==> src/rtl/subleq_pkg.sv <==
// Shared types and constants for the parametrised SUBLEQ core.
package subleq_pkg;

  // Each instruction occupies A, B, C at pc, pc+1, pc+2.
  localparam int INSTR_WORDS = 3;

  typedef enum logic [2:0] {
    IDLE,
    FETCH_A,
    FETCH_B,
    FETCH_C,
    READ_A,
    READ_B,
    WRITE_B,
    HALT
  } state_t;

  // All-ones address of the given width; a taken branch here stops the core.
  function automatic logic [63:0] halt_addr(input int aw);
    return (aw >= 64) ? '1 : ((64'd1 << aw) - 64'd1);
  endfunction

endpackage

==> src/rtl/subleq_alu.sv <==
// SUBLEQ datapath: mem[B] - mem[A] with the "less than or equal to zero" flag.
module subleq_alu #(
  parameter int DW = 8
) (
  input  logic [DW-1:0] minuend,
  input  logic [DW-1:0] subtrahend,
  output logic [DW-1:0] result,
  output logic          leq
);

  // Wrapping two's-complement subtract; the flag looks only at the wrapped word.
  assign result = minuend - subtrahend;
  assign leq    = result[DW-1] | (result == '0);

endmodule

==> src/rtl/subleq_core_param.sv <==
// Multi-cycle SUBLEQ core with a req/ack memory port, run control, halt
// detection and a saturating retired-instruction counter. Requires DW >= AW.
module subleq_core_param
  import subleq_pkg::*;
#(
  parameter int             DW       = 8,
  parameter int             AW       = 8,
  parameter logic [AW-1:0]  RESET_PC = '0,
  parameter int             CNT_W    = 16
) (
  input  logic             clock,
  input  logic             reset_n,
  input  logic             run,
  output logic             mem_req,
  output logic             mem_we,
  output logic [AW-1:0]    mem_addr,
  output logic [DW-1:0]    mem_wdata,
  input  logic [DW-1:0]    mem_rdata,
  input  logic             mem_ack,
  output logic [AW-1:0]    pc,
  output logic             halted,
  output logic [CNT_W-1:0] instr_count
);

  localparam logic [AW-1:0] HALT_PC = AW'(halt_addr(AW));

  state_t state, state_d;

  logic [AW-1:0]    a_r, b_r, c_r;
  logic [AW-1:0]    a_d, b_d, c_d;
  logic [DW-1:0]    opa_r, opa_d;
  logic             leq_r, leq_d;
  logic             req_d, we_d, halted_d;
  logic [AW-1:0]    addr_d, pc_d;
  logic [DW-1:0]    wdata_d;
  logic [CNT_W-1:0] cnt_d;

  logic [DW-1:0]    alu_res;
  logic             alu_leq;
  logic             adv;
  logic [AW-1:0]    pc_ret;
  logic             halt_hit;

  // mem[A] was latched in READ_A; mem[B] is on the read bus during READ_B.
  subleq_alu #(.DW(DW)) u_alu (
    .minuend    (mem_rdata),
    .subtrahend (opa_r),
    .result     (alu_res),
    .leq        (alu_leq)
  );

  // An ack only counts while a request is outstanding.
  assign adv      = mem_req & mem_ack;
  assign pc_ret   = leq_r ? c_r : pc + AW'(INSTR_WORDS);
  assign halt_hit = leq_r && (c_r == HALT_PC);

  // State register.
  always_ff @(posedge clock or negedge reset_n) begin
    if (!reset_n) state <= IDLE;
    else          state <= state_d;
  end

  // Next state plus the next value of every registered output, so that the
  // request for a state is already on the port in that state's first cycle.
  always_comb begin
    state_d  = state;
    req_d    = mem_req;
    we_d     = mem_we;
    addr_d   = mem_addr;
    wdata_d  = mem_wdata;
    pc_d     = pc;
    halted_d = halted;
    cnt_d    = instr_count;
    a_d      = a_r;
    b_d      = b_r;
    c_d      = c_r;
    opa_d    = opa_r;
    leq_d    = leq_r;
    unique case (state)
      IDLE: begin
        if (run) begin
          state_d = FETCH_A;
          req_d   = 1'b1;
          we_d    = 1'b0;
          addr_d  = pc;
        end
      end
      FETCH_A: if (adv) begin
        a_d     = mem_rdata[AW-1:0];
        state_d = FETCH_B;
        addr_d  = pc + AW'(1);
      end
      FETCH_B: if (adv) begin
        b_d     = mem_rdata[AW-1:0];
        state_d = FETCH_C;
        addr_d  = pc + AW'(2);
      end
      FETCH_C: if (adv) begin
        c_d     = mem_rdata[AW-1:0];
        state_d = READ_A;
        addr_d  = a_r;
      end
      READ_A: if (adv) begin
        opa_d   = mem_rdata;
        state_d = READ_B;
        addr_d  = b_r;
      end
      READ_B: if (adv) begin
        wdata_d = alu_res;
        leq_d   = alu_leq;
        we_d    = 1'b1;
        state_d = WRITE_B;
      end
      WRITE_B: if (adv) begin
        // Retire: the write has been accepted this cycle.
        cnt_d = (instr_count == '1) ? instr_count : instr_count + CNT_W'(1);
        we_d  = 1'b0;
        if (halt_hit) begin
          state_d  = HALT;
          halted_d = 1'b1;
          pc_d     = HALT_PC;
          req_d    = 1'b0;
        end else begin
          pc_d = pc_ret;
          if (run) begin
            state_d = FETCH_A;
            addr_d  = pc_ret;
          end else begin
            state_d = IDLE;
            req_d   = 1'b0;
          end
        end
      end
      HALT: begin
        req_d = 1'b0;
      end
      default: begin
        state_d = IDLE;
        req_d   = 1'b0;
      end
    endcase
  end

  // Port, pc, counter and instruction registers; reset aborts any transaction.
  always_ff @(posedge clock or negedge reset_n) begin
    if (!reset_n) begin
      mem_req     <= 1'b0;
      mem_we      <= 1'b0;
      mem_addr    <= '0;
      mem_wdata   <= '0;
      pc          <= RESET_PC;
      halted      <= 1'b0;
      instr_count <= '0;
      a_r         <= '0;
      b_r         <= '0;
      c_r         <= '0;
      opa_r       <= '0;
      leq_r       <= 1'b0;
    end else begin
      mem_req     <= req_d;
      mem_we      <= we_d;
      mem_addr    <= addr_d;
      mem_wdata   <= wdata_d;
      pc          <= pc_d;
      halted      <= halted_d;
      instr_count <= cnt_d;
      a_r         <= a_d;
      b_r         <= b_d;
      c_r         <= c_d;
      opa_r       <= opa_d;
      leq_r       <= leq_d;
    end
  end

endmodule

==> config.mk <==
export PLATFORM = sky130hd
export DESIGN_NAME = subleq_core_param
export DESIGN_NICKNAME = d
export VERILOG_FILES = /design/src/rtl/subleq_pkg.sv /design/src/rtl/subleq_alu.sv /design/src/rtl/subleq_core_param.sv
export SDC_FILE = /design/constraint.sdc
export NUM_CORES = 1
export LEC_CHECK = 0
export ABC_AREA = 0
export CORE_MARGIN = 1.5
export CORE_UTILIZATION = 56
export DETAILED_ROUTE_END_ITERATION = 7
export GPL_TIMING_DRIVEN = 0
export MAX_ROUTING_LAYER = met4
export PLACE_DENSITY = 0.84
export SLEW_MARGIN = 20
export SYNTH_ARGS = -nofsm -noshare
export SYNTH_HDL_FRONTEND = slang
export SYNTH_SLANG_ARGS = --single-unit
==> constraint.sdc <==
create_clock -name clock -period 2.5 [get_ports clock]
set_input_delay 0.625 -clock clock [delete_from_list [all_inputs] [get_ports clock]]
set_output_delay 0.625 -clock clock [all_outputs]
set_load 0.005 [all_outputs]
==> impl_metrics.env <==
export IMPL_status="completed"
export IMPL_num_rows=32
export IMPL_insertedDiodeCount=0
export IMPL_synth_area_top_cells="dfrtp_1, mux2_2, o21ai_0, ha_1, nand2_1"
export IMPL_vias=4056
export IMPL_buffer_ports_inserted=54
export IMPL_via_count_of_the_first_global_routing_pass=3908
export IMPL_min_period_over_period_pct=93.1
export IMPL_post_route_cell_area_um2=5490
export IMPL_synth_adder_area_share_pct=3.73
export IMPL_io_pin_count=55
export IMPL_maximum_number_of_pins_on_one_net_before_global_route_repair=60
export IMPL_synth_area_in_compound_gates_pct=17.1
export IMPL_globalplace_congestion=0.993
export IMPL_worstSetupStartpointType="input pin"
export IMPL_root_buffer="clkbuf_8"
export IMPL_slew_limit_headroom_pct=42.4
export IMPL_synthesis_instances=477
export IMPL_cts_inserted_buffers=9
export IMPL_ir_drop_mv=0.367
export IMPL_p_per_area_nw_per_um2=439
export IMPL_synth_async_reset_ratio_pct=100
export IMPL_synth_largest_area_cell="dfrtp_1"
export IMPL_synth_sequential_area_ratio_pct=43.4
export IMPL_post_cts_buffers=0
export IMPL_synth_most_common_cell="dfrtp_1"
export IMPL_cts_path_max_buffers=2
export IMPL_drtIter0Drc=299
export IMPL_synth_top_area_share_pct=43.4
export IMPL_syn_area_um2=4560
export IMPL_hpwl_detailed_um=8810
export IMPL_overflow=0
export IMPL_drt_wirelength_per_cell_um=18.4
export IMPL_path_class="in2reg"
export IMPL_worstPathMaxFanout=6
export IMPL_post_synth_and_or_nand_nor_area_fraction_pct=18.3
export IMPL_report_final_slew_viol_count=0
export IMPL_fin_nets=568
export IMPL_insertion_delay_ns=0.36
export IMPL_synth_main_ff_cell="dfrtp_1"
export IMPL_setup_viol=0
export IMPL_clock_sink_count=79
export IMPL_worst_ep_required_time_ns=2.74
export IMPL_synth_area_per_inst_um2=9.56
export IMPL_largest_family_of_logic_cells_by_synthesized_area="simple AND/OR/NAND/NOR gates"
export IMPL_grt_usage_pct=30.3
export IMPL_avgViaCountPerCell=6.24
export IMPL_net_count_after_synthesis=502
export IMPL_fp_dieW_um=93.2
export IMPL_path_clk_slew_ns=0.09
export IMPL_detail_route_first_pass_iterations=5
export IMPL_timing_max_cap_violations=0
export IMPL_grt_first_pass_wirelength_um=19700
export IMPL_synth_edf_count=0
export IMPL_placed_cell_area_um2=5250
export IMPL_finalSetupTns_ns=0
export IMPL_initial_core_util_pct=58.4
export IMPL_synthTopCellsByCount="dfrtp_1, nand2_1, mux2_2, o21ai_0, nor2_1"
export IMPL_die_height_um=93.2
export IMPL_timing_fmax_ghz=0.429
export IMPL_rsz0062_at_grt="false"
export IMPL_htree_num_levels=3
export IMPL_synth_seq_cells=79
export IMPL_hold_violations=0
export IMPL_post_synthesis_share_of_cell_area_spent_on_xor_and_xnor_gates_pct=4.61
export IMPL_end_kind="register"
export IMPL_antenna_violations_before_repair=0
export IMPL_cts_tree="built"
export IMPL_ys_warnings_count=0
export IMPL_worst_slew_pin_slew_ns=0.861
export IMPL_die_footprint_um2=8690
export IMPL_synth_mux_area_fraction_pct=8.10
export IMPL_synth_cell_type_count=64
export IMPL_postRouteWirelength_um=12000
export IMPL_area_delta_synth_final_pct=20.5
export IMPL_final_period_minus_worst_setup_slack_ns=2.33
export IMPL_detailed_route_drc_error_count=0
export IMPL_drive_gt1_share_pct=14.1
export IMPL_power_leakage_uw=0.00236
export IMPL_worst_hold_path_type="in2async"
export IMPL_critPathArrivalTime_ns=2.57
export IMPL_antenna_left=0
export IMPL_design_core_area_um2=7810
export IMPL_finalClockSkew_ns=0.0134
export IMPL_power_uw=2410
[flip-flops by register name, summed over array words and instances (netlist names), 3 cells and up]
register     count
c_r              8
b_r              8
opa_r            8
mem_wdata        8
instr_count     16
pc               8
mem_addr         8
state            3
a_r              8
[logic make-up (layout without fill, tap and decap cells)]
| kind of cell | count (synthesis) | after routing |
|---|---|---|
| buffers and inverters | 52 | 123 |
| DFF | 79 | 79 |
| and+or+nand+nor | 159 | 159 |
| AOI/OAI and AO/OA | 117 | 117 |
| xor gates and xnor gates | 24 | 24 |
| adders and majority gates | 13 | 13 |
| muxes | 33 | 33 |
[cell usage in the layout, fill, tap and decap left out, types with 4 or more instances in the layout]
cell type         n
and3_1            4
nor2b_1           5
and2_1            4
nand2b_1          7
buf_1             4
buf_2             6
inv_1            22
mux2_2           31
a21oi_1          27
ha_1             12
xor2_1           13
nand3_1          21
o21ai_0          31
nor2_1           30
clkbuf_1         15
xnor2_1          11
dfrtp_1          79
nor3_1            9
clkdlybuf4s50_1  52
nand4_1           9
nand2_1          40
clkbuf_8         11
a221oi_1          4
a221o_1           5
or3_1             6
a22oi_1           7
a31oi_1           4
[per-layer routing]
metal	global-route usage, %	vias to the layer above	share of wire, %
met3	5.12	47	7.4
met4	14.6	0	3.6
met2	46.7	204	47
met5	-	-	0
li1	-	1866	-
met1	38.9	1939	42
[through the flow]
stage                     setup WS (ns)  std cells  utilization [%]  hold WS (ns)
final                             0.171        650             70.3         0.139
after global routing             0.0340        650             70.3         0.165
after CTS                        0.0632        650             70.3         0.150
after detailed placement         -0.450        634             67.3         0.461
after global placement            -1.87        633             66.9         0.464
after floorplan                   0.255        477                -         0.329
[power breakdown]
part	total, µW	internal (µW)	switching (µW)	leakage, µW
clock	1030	523	510	0.000103
combinational	99.8	38.7	61.1	0.00122
sequential	1280	1280	0	0.00103
total	2410	1840	571	0.00236
[worst paths after layout]
kind / startpoint / endpoint / slack (ns) / cells after the start
setup reg to reg: pc[0] / mem_addr[4] / 0.21 / 8
max in group asynchronous: reset_n / opa_r[7] / 1.77 / 2
hold reg to reg: halted / halted / 0.48 / 1
hold / removal: reset_n / mem_addr[2] / 0.14 / 1
setup / recovery: mem_rdata[1] / mem_wdata[6] / 0.17 / 7
min in group clock: halted / halted / 0.48 / 1
[what timing repair did]
action,CTS,global route
resized for setup,4,4
pin swaps,1,5
endpoints found under the setup margin,2,3
hold buffers,0,0
[final cells by class]
type                    instances  area (µm²)
plain buffers                  29         136
clock buffers                  11         151
clock inverters                 5        62.6
fillers                       598        2320
inverters                      23        86.3
multi-input cells             346        2380
flip-flops and latches         79        1980
well taps                     102         128
repair buffers                 55         568
[worst max-delay path, stage by stage]
cell and delay [ns]:
clkdlybuf4s50_1 0.54, fa_2 0.47, a211oi_2 0.26, o21bai_1 0.12, a21oi_1 0.16, xnor2_1 0.13, mux2_2 0.27
Note: power is estimated with default switching activity, not from simulation.
